[config.mk]
export PLATFORM = sky130hd
export DESIGN_NAME = vga_sync_flat
export DESIGN_NICKNAME = d
export VERILOG_FILES = /design/src/rtl/vga_timing_pkg.sv /design/src/rtl/vga_sync_if.sv /design/src/rtl/vga_sync_pixel_tick_div.sv /design/src/rtl/vga_sync.sv /design/src/flat_wrapper.sv
export SDC_FILE = /design/constraint.sdc
export NUM_CORES = 1
export LEC_CHECK = 0
export ABC_CLOCK_PERIOD_IN_PS = 2400
export CAP_MARGIN = 20
export CORE_MARGIN = 4
export CORE_UTILIZATION = 54
export CTS_BUF_LIST = sky130_fd_sc_hd__clkbuf_8
export DETAILED_ROUTE_END_ITERATION = 7
export PLACE_DENSITY = 0.79
export SKIP_CTS_REPAIR_TIMING = 1
export SYNTH_ARGS = -nofsm -noshare
export SYNTH_HDL_FRONTEND = slang
export SYNTH_HIERARCHICAL = 1
export SYNTH_SLANG_ARGS = --single-unit
[constraint.sdc]
create_clock -name clk -period 2.4 [get_ports clk]
set_input_delay 0.24 -clock clk [delete_from_list [all_inputs] [get_ports clk]]
set_output_delay 0.24 -clock clk [all_outputs]
set_load 0.05 [all_outputs]
[src/rtl/vga_timing_pkg.sv]
// 640x480@60 Hz VGA timing constants shared by the sync generator and the pixel generator.
package vga_timing_pkg;

    localparam int CLK_DIV   = 4;
    localparam int H_DISPLAY = 640;
    localparam int H_FRONT   = 16;
    localparam int H_SYNC    = 96;
    localparam int H_BACK    = 48;
    localparam int V_DISPLAY = 480;
    localparam int V_FRONT   = 10;
    localparam int V_SYNC    = 2;
    localparam int V_BACK    = 33;

    localparam int H_TOTAL = H_DISPLAY + H_FRONT + H_SYNC + H_BACK;
    localparam int V_TOTAL = V_DISPLAY + V_FRONT + V_SYNC + V_BACK;

    localparam int H_SYNC_START = H_DISPLAY + H_FRONT;
    localparam int H_SYNC_END   = H_SYNC_START + H_SYNC - 1;
    localparam int V_SYNC_START = V_DISPLAY + V_FRONT;
    localparam int V_SYNC_END   = V_SYNC_START + V_SYNC - 1;

    localparam int COORD_W = 10;
    typedef logic [COORD_W-1:0] coord_t;

    // Inclusive window test used for the sync pulse decode.
    function automatic logic in_range(coord_t c, coord_t lo, coord_t hi);
        return (c >= lo) && (c <= hi);
    endfunction

endpackage

[src/rtl/vga_sync_if.sv]
// Timing bundle from vga_sync to the pixel generator; every signal is produced by the master.
interface vga_sync_if;
    import vga_timing_pkg::*;

    logic   hsync;
    logic   vsync;
    logic   video_on;
    logic   p_tick;
    logic   frame_tick;
    coord_t x;
    coord_t y;

    // No handshake: consumers act only on cycles where p_tick (or frame_tick) is high.
    modport master (output hsync, vsync, video_on, p_tick, frame_tick, x, y);
    modport slave  (input  hsync, vsync, video_on, p_tick, frame_tick, x, y);

endinterface

[src/rtl/vga_sync_pixel_tick_div.sv]
// Mod-CLK_DIV counter; p_tick is high on the last count, i.e. one clk in every CLK_DIV.
module pixel_tick_div #(
    parameter int CLK_DIV = vga_timing_pkg::CLK_DIV
) (
    input  logic clk,
    input  logic reset,
    output logic p_tick
);

    localparam int DW = (CLK_DIV > 1) ? $clog2(CLK_DIV) : 1;
    localparam logic [DW-1:0] DIV_LAST = DW'(CLK_DIV - 1);

    logic [DW-1:0] div;

    always_ff @(posedge clk or negedge reset) begin
        if (!reset) begin
            div <= '0;
        end else if (div == DIV_LAST) begin
            div <= '0;
        end else begin
            div <= div + 1'b1;
        end
    end

    assign p_tick = (div == DIV_LAST);

endmodule

[src/rtl/vga_sync.sv]
// VGA timing generator: pixel-rate h/v counters, registered active-low syncs, frame tick.
module vga_sync #(
    parameter int CLK_DIV   = vga_timing_pkg::CLK_DIV,
    parameter int H_DISPLAY = vga_timing_pkg::H_DISPLAY,
    parameter int H_FRONT   = vga_timing_pkg::H_FRONT,
    parameter int H_SYNC    = vga_timing_pkg::H_SYNC,
    parameter int H_BACK    = vga_timing_pkg::H_BACK,
    parameter int V_DISPLAY = vga_timing_pkg::V_DISPLAY,
    parameter int V_FRONT   = vga_timing_pkg::V_FRONT,
    parameter int V_SYNC    = vga_timing_pkg::V_SYNC,
    parameter int V_BACK    = vga_timing_pkg::V_BACK
) (
    input  logic          clk,
    input  logic          reset,
    vga_sync_if.master    vga
);

    localparam int H_TOTAL = H_DISPLAY + H_FRONT + H_SYNC + H_BACK;
    localparam int V_TOTAL = V_DISPLAY + V_FRONT + V_SYNC + V_BACK;

    localparam vga_timing_pkg::coord_t H_LAST    = vga_timing_pkg::coord_t'(H_TOTAL - 1);
    localparam vga_timing_pkg::coord_t V_LAST    = vga_timing_pkg::coord_t'(V_TOTAL - 1);
    localparam vga_timing_pkg::coord_t H_VIS     = vga_timing_pkg::coord_t'(H_DISPLAY);
    localparam vga_timing_pkg::coord_t V_VIS     = vga_timing_pkg::coord_t'(V_DISPLAY);
    localparam vga_timing_pkg::coord_t V_VIS_END = vga_timing_pkg::coord_t'(V_DISPLAY - 1);
    localparam vga_timing_pkg::coord_t HS_START  = vga_timing_pkg::coord_t'(H_DISPLAY + H_FRONT);
    localparam vga_timing_pkg::coord_t HS_END    = vga_timing_pkg::coord_t'(H_DISPLAY + H_FRONT + H_SYNC - 1);
    localparam vga_timing_pkg::coord_t VS_START  = vga_timing_pkg::coord_t'(V_DISPLAY + V_FRONT);
    localparam vga_timing_pkg::coord_t VS_END    = vga_timing_pkg::coord_t'(V_DISPLAY + V_FRONT + V_SYNC - 1);

    logic                   p_tick;
    vga_timing_pkg::coord_t h, v;
    vga_timing_pkg::coord_t h_next, v_next;
    logic                   hsync_q, vsync_q;

    pixel_tick_div #(.CLK_DIV(CLK_DIV)) u_div (
        .clk    (clk),
        .reset  (reset),
        .p_tick (p_tick)
    );

    always_comb begin
        h_next = h;
        v_next = v;
        if (p_tick) begin
            if (h == H_LAST) begin
                h_next = '0;
                v_next = (v == V_LAST) ? '0 : v + 1'b1;
            end else begin
                h_next = h + 1'b1;
            end
        end
    end

    // Syncs decode the next counter values so the registered pins line up with x/y.
    always_ff @(posedge clk or negedge reset) begin
        if (!reset) begin
            h       <= '0;
            v       <= '0;
            hsync_q <= 1'b1;
            vsync_q <= 1'b1;
        end else begin
            h       <= h_next;
            v       <= v_next;
            hsync_q <= !vga_timing_pkg::in_range(h_next, HS_START, HS_END);
            vsync_q <= !vga_timing_pkg::in_range(v_next, VS_START, VS_END);
        end
    end

    assign vga.x          = h;
    assign vga.y          = v;
    assign vga.hsync      = hsync_q;
    assign vga.vsync      = vsync_q;
    assign vga.p_tick     = p_tick;
    assign vga.video_on   = (h < H_VIS) && (v < V_VIS);
    assign vga.frame_tick = p_tick && (h == H_LAST) && (v == V_VIS_END);

endmodule
[src/flat_wrapper.sv]
// flat-port wrapper written by rule: the top's interface ports become plain ports
module vga_sync_flat 
#(
    parameter int CLK_DIV   = vga_timing_pkg::CLK_DIV,
    parameter int H_DISPLAY = vga_timing_pkg::H_DISPLAY,
    parameter int H_FRONT   = vga_timing_pkg::H_FRONT,
    parameter int H_SYNC    = vga_timing_pkg::H_SYNC,
    parameter int H_BACK    = vga_timing_pkg::H_BACK,
    parameter int V_DISPLAY = vga_timing_pkg::V_DISPLAY,
    parameter int V_FRONT   = vga_timing_pkg::V_FRONT,
    parameter int V_SYNC    = vga_timing_pkg::V_SYNC,
    parameter int V_BACK    = vga_timing_pkg::V_BACK
)
  (clk, reset, vga_hsync, vga_vsync, vga_video_on, vga_p_tick, vga_frame_tick, vga_x, vga_y);
  vga_sync_if vga_i ();
  input  logic clk;
  input  logic reset;
  output wire logic [$bits(vga_i.hsync)-1:0] vga_hsync;
  output wire logic [$bits(vga_i.vsync)-1:0] vga_vsync;
  output wire logic [$bits(vga_i.video_on)-1:0] vga_video_on;
  output wire logic [$bits(vga_i.p_tick)-1:0] vga_p_tick;
  output wire logic [$bits(vga_i.frame_tick)-1:0] vga_frame_tick;
  output wire logic [$bits(vga_i.x)-1:0] vga_x;
  output wire logic [$bits(vga_i.y)-1:0] vga_y;
  assign vga_hsync = vga_i.hsync;
  assign vga_vsync = vga_i.vsync;
  assign vga_video_on = vga_i.video_on;
  assign vga_p_tick = vga_i.p_tick;
  assign vga_frame_tick = vga_i.frame_tick;
  assign vga_x = vga_i.x;
  assign vga_y = vga_i.y;
  vga_sync #(.CLK_DIV(CLK_DIV), .H_DISPLAY(H_DISPLAY), .H_FRONT(H_FRONT), .H_SYNC(H_SYNC), .H_BACK(H_BACK), .V_DISPLAY(V_DISPLAY), .V_FRONT(V_FRONT), .V_SYNC(V_SYNC), .V_BACK(V_BACK)) u_core (.clk(clk), .reset(reset), .vga(vga_i));
endmodule
; ---- Yosys cells after proc, flatten, opt, wreduce, memory -nomap -nowiden
; Cells that the tools add are included.
[op_classes]
bitwise = 0
n_eq_ne = 4
n_shift = 0
add_sub_neg = 3
magnitude_cmp = 6
n_div = 0
n_reduce_logical = 7
mux = 6
multipliers = 0
[op_table]
columns = op, n
row1 = 10-bit 2-to-1 mux, 5
row2 = 10-bit by 1-bit adder with 10-bit output (second input constant), 2
row3 = 10-bit equality test (second input constant), 2
row4 = 10-bit by 9-bit equality test with 1-bit output (second input constant), 1
row5 = 10-bit >= comparator (second input constant), 1
row6 = 10-bit by 9-bit >= comparator with 1-bit output (second input constant), 1
row7 = 10-bit less-or-equal comparator (second input constant), 1
row8 = 10-bit by 9-bit less-or-equal comparator with 1-bit output (second input constant), 1
row9 = 10-bit less-than comparator (second input constant), 1
row10 = 10-bit by 9-bit less-than comparator with 1-bit output (second input constant), 1
row11 = 1-bit logical AND, 5
row12 = 2-bit by 1-bit adder with 2-bit output (second input constant), 1
row13 = 2-bit equality test (second input constant), 1
row14 = 1-bit logical NOT, 2
row15 = 2-bit 2-to-1 mux, 1
[word_totals]
word_cells = 31
output_inout_bits = 25
mem_bits_ro = 0
n_memories = 0
ramBits = 0
reg_bits = 24
latch_bits = 0

; ---- Longest topological paths before layout
[depth]
depth_word = 7
ltp_mapped = 8

; ---- Hierarchy
; Netlist, hierarchy kept.
[modules_own_cells]
columns = mod, area_per_inst_um2, cells_each, n_inst, seq_area_each_um2
row1 = vga_sync, 1393.8, 152, 1, 553.0
row2 = pixel_tick_div, 66.3, 4, 1, 50.0

; ---- Least setup slack after synthesis
; OpenSTA, ideal clock, no wires.
[synth_timing]
path_kind = register -> output
from = register u_core.u_div.div[0]
to = output port vga_frame_tick
n_path_buf = 1
t_required_ns = 2.160
path_slack_ns = -0.919
path_stages_with_launch = 6
arrival_ns = 3.079
cell_sequence = dfrtp_1 -> ha_1 -> and4_1 -> buf_6 -> nand4_1 -> nor4_1
[synth_via]
elab_chain_len = 3
[synth_lines]
columns = element, line
row1 = start: declaration, vga_sync_pixel_tick_div.sv:13  ; logic [DW-1:0] div;
row2 = start signal: assignment, vga_sync_pixel_tick_div.sv:21  ; div <= div + 1'b1;
row3 = 2-bit equality test, vga_sync_pixel_tick_div.sv:25  ; assign p_tick = (div == DIV_LAST);
row4 = net vga_p_tick, flat_wrapper.sv:21  ; output wire logic [$bits(vga_i.p_tick)-1:0] vga_p_tick;
row5 = 1-bit logical AND (2 in series), vga_sync.sv:76  ; assign vga.frame_tick = p_tick && (h == H_LAST) && (v == V_VIS_END);
row6 = end: declaration, flat_wrapper.sv:22  ; output wire logic [$bits(vga_i.frame_tick)-1:0] vga_frame_tick;
; The timed path passes the listed nets, and every way through them passes these cells.

; ---- Worst setup path after layout
[layout_timing]
from = register u_core.h[0] (netlist: u_core/vga.x[0])
to = register u_core.vsync_q (netlist: u_core/vga.vsync)
[layout_via]
elab_chain_len = 6
word_cells_on_any_way = 7
cone_classes = order compare (2) / eq/ne (1) / mux (2) / reduce/logical (2)
[layout_lines]
columns = element, line
row1 = start: declaration, vga_sync.sv:32  ; vga_timing_pkg::coord_t h, v;
row2 = start signal: assignment, vga_sync.sv:63  ; h <= h_next;
row3 = 10-bit equality test *, vga_sync.sv:46  ; if (h == H_LAST) begin
row4 = 10-bit 2-to-1 mux *, vga_sync.sv:46
row5 = 10-bit 2-to-1 mux *, vga_sync.sv:45  ; if (p_tick) begin
row6 = 10-bit by 9-bit >= comparator with 1-bit output or 10-bit by 9-bit less-or-equal comparator with 1-bit output (tied branches), vga_timing_pkg.sv:27  ; return (c >= lo) && (c <= hi);
row7 = 1-bit logical AND *, vga_timing_pkg.sv:27
row8 = 1-bit logical NOT *, vga_sync.sv:66  ; vsync_q <= !vga_timing_pkg::in_range(v_next, VS_START, VS_END);
row9 = end signal: assignment, vga_sync.sv:66
row10 = end: declaration, vga_sync.sv:34  ; logic hsync_q, vsync_q;
; Mark *: on every way between the ends. The rest lies on a longest branch, timed or not.

==> flow_metrics.env <==
export IMPL_die_w_um=60
export IMPL_synth_top_area_share_pct=37.7
export IMPL_skew_ns=0.00268
export IMPL_clkLatencyLatePin_ns=0.27
export IMPL_critPathMaxFanout=8
export IMPL_power_density_nw_per_um2=382
export IMPL_avgSynthCellArea_sq_um=9.36
export IMPL_ys_top_cells_by_count="dfrtp_1, nand2_1, nor2_1, nand3_1, nand4_1"
export IMPL_rows=18
export IMPL_antenna_found_initial=0
export IMPL_path_clk_slew_ns=0.09
export IMPL_worst_pin_slew_ns=0.534
export IMPL_slew_headroom_pct=64.3
export IMPL_yosys_area_top_type="dfrtp_1"
export IMPL_drtAntennaViolNets=0
export IMPL_finalHoldWorstSlack_ns=0.316
export IMPL_syn_cell_area_sq_um=1460
export IMPL_final_nets=186
export IMPL_cpPeakStageDelay_ns=0.41
export IMPL_cap_violations=0
export IMPL_end_kind="register"
export IMPL_die_area_sq_um=3600
export IMPL_synth_flop_cell="dfrtp_1"
export IMPL_setup_tns_ns=0
export IMPL_cp_slowest_cell="dfrtp_1"
export IMPL_drv_slew=0
export IMPL_final_cells=209
export IMPL_outcome="finished, final reports clean"
export IMPL_initial_core_util_pct=57.9
export IMPL_final_layout_size_suffix_gt1_share_pct=11.7
export IMPL_path_common_cell="nand4_1"
export IMPL_path_cells="ha_1 > and4_2 > nand4_1 > buf_4 > o21a_1 > a211oi_1 > nand4_1"
export IMPL_io_pins=27
export IMPL_port_buffers=26
export IMPL_grt_start_max_net_pins=25
export IMPL_firstDrtPassIters=4
export IMPL_gr_total_overflow=0
export IMPL_synthArstFlopShare_pct=100
export IMPL_yosys_warnings=6
export IMPL_grt_pass1_wl_mm=5.73
export IMPL_finalHoldViolations=0
export IMPL_synth_fp_nets=162
export IMPL_worstPathRequired_ns=2.58
export IMPL_syn_inst=156
export IMPL_fp_coreArea_sq_um=2520
export IMPL_crit_buf_inv=1
export IMPL_yosysMostFrequentCell="dfrtp_1"
export IMPL_finalSetupViolations=0
export IMPL_numCtsBuffers=3
export IMPL_cts_tree="built"
export IMPL_post_dp_cell_area_sq_um=1760
export IMPL_route_detailed_drc=0
export IMPL_synth_seq_cells=24
export IMPL_cts_htree_levels=1
export IMPL_dr_first_iter_drc_count=43
export IMPL_grt_pass1_vias=1228
export IMPL_fmax_ghz=0.444
export IMPL_critical_path_top_delay_family="simple AND/OR/NAND/NOR gates"
export IMPL_fp_dieH_um=60
export IMPL_num_vias=1300
export IMPL_dp_hpwl_mm=2.43
export IMPL_diodes=0
export IMPL_synth_edff_count=0
export IMPL_seq_area_frac_synth_pct=41.3
export IMPL_p_leak_nw=0.750
export IMPL_vias_per_cell=6.22
export IMPL_finalCritPeriodShare_pct=93.8
export IMPL_clockBufferDepth=2
export IMPL_grt_use_total_pct=21.1
export IMPL_root_buffer="clkbuf_8"
export IMPL_path_class="register to register"
export IMPL_rsz0062_at_grt="false"
export IMPL_area_delta_synth_final_pct=25.0
export IMPL_ys_top_cells_by_area="dfrtp_1, xnor2_1, nand4_1"
export IMPL_finalWirelength_mm=3.46
export IMPL_cts_num_sinks=24
export IMPL_hold_class="primary input to asynchronous set/reset pin"
export IMPL_final_min_clock_period_ns=2.25
export IMPL_postLayoutCellArea_sq_um=1830
export IMPL_vdd_drop_max_mv=0.283
export IMPL_critical_path_arrival_ns=2.43
export IMPL_gp_congestion=0.954
export IMPL_start_kind="register"
export IMPL_placed_cells=204
export IMPL_synth_cell_types=46
export IMPL_wl_per_cell_um=16.5
## worst paths after layout
check                      depth (start not counted)             endpoint                 from  slack [ns]
setup / recovery                                   7     u_core/vga.vsync      u_core/vga.x[0]        0.15
hold / removal                                     2  u_core/u_div/div[0]                reset        0.32
setup reg to reg                                   7     u_core/vga.vsync      u_core/vga.x[0]        0.15
hold reg to reg                                    1  u_core/u_div/div[0]  u_core/u_div/div[0]        0.45
max in group asynchronous                          2     u_core/vga.hsync                reset        1.80
min in group clk                                   1  u_core/u_div/div[0]  u_core/u_div/div[0]        0.45
## state kept, by name (all words and copies together) (netlist names)
signal	count
u_core/vga.hsync	1
u_core/u_div/div	2
u_core/vga.x	10
u_core/vga.y	10
u_core/vga.vsync	1
## metrics by stage
stage                     util [%]  setup slack (ns)  power (mW)
after floorplan                  -           0.00440       0.412
after global placement        69.8             0.243       0.423
after detailed placement      69.8             0.147       0.423
after CTS                     72.0           -0.0453       0.701
after global routing          72.4            0.0718       0.714
final                         72.4             0.149       0.698
## final cells by class
type,instances,area (sq um)
Multi-Input combinational cell,116,805
Fill cell,199,697
Inverter,4,15.0
Sequential cell,24,606
Timing Repair Buffer,31,308
Clock buffer,4,55.1
Tap cell,30,37.5
## power breakdown
group	internal, mW	leakage (nW)	total (mW)	switching [mW]
Combinational	0.00249	0.410	0.0102	0.00776
Clock	0.147	0.0288	0.284	0.137
Sequential	0.404	0.311	0.404	0
Total	0.553	0.750	0.698	0.144
## cells by family (layout without fill, tap and decap cells)
group | after synthesis | in the layout | share of synthesized area, %
buf+inv | 16 | 39 | 4.88
simple gates | 69 | 69 | 27.3
xor+xnor | 12 | 12 | 7.20
flops | 24 | 24 | 41.3
compound gates | 27 | 27 | 13.1
mux | 4 | 4 | 2.74
fa+ha+maj | 4 | 4 | 3.43
## cell usage in the layout, fill, tap and decap left out, types with 2 or more instances in the layout
cell type	synthesis	layout
dfstp_2	2	2
or3_1	2	2
clkdlybuf4s50_1	0	25
nand2_1	13	13
nand3_1	9	9
o21a_1	2	2
and4_1	4	3
a21oi_1	5	5
dfrtp_2	0	2
dfrtp_1	22	20
inv_1	4	4
xor2_1	4	4
nor3_1	5	5
o31ai_1	3	3
and2_0	2	2
nand4_1	9	9
mux2i_1	4	4
o21ai_0	6	6
clkbuf_8	0	4
buf_4	0	5
nor2_1	12	12
ha_1	4	3
xnor2_1	8	8
## routing by layer
metal,GRT usage (%),vias to the layer above,part of all wire (%)
li1,-,615,-
met5,0,-,0
met2,31.6,36,45
met1,30.3,644,49
met4,8.86,0,1.4
met3,3.24,5,4.7
Power figures use the tool's default switching activity.
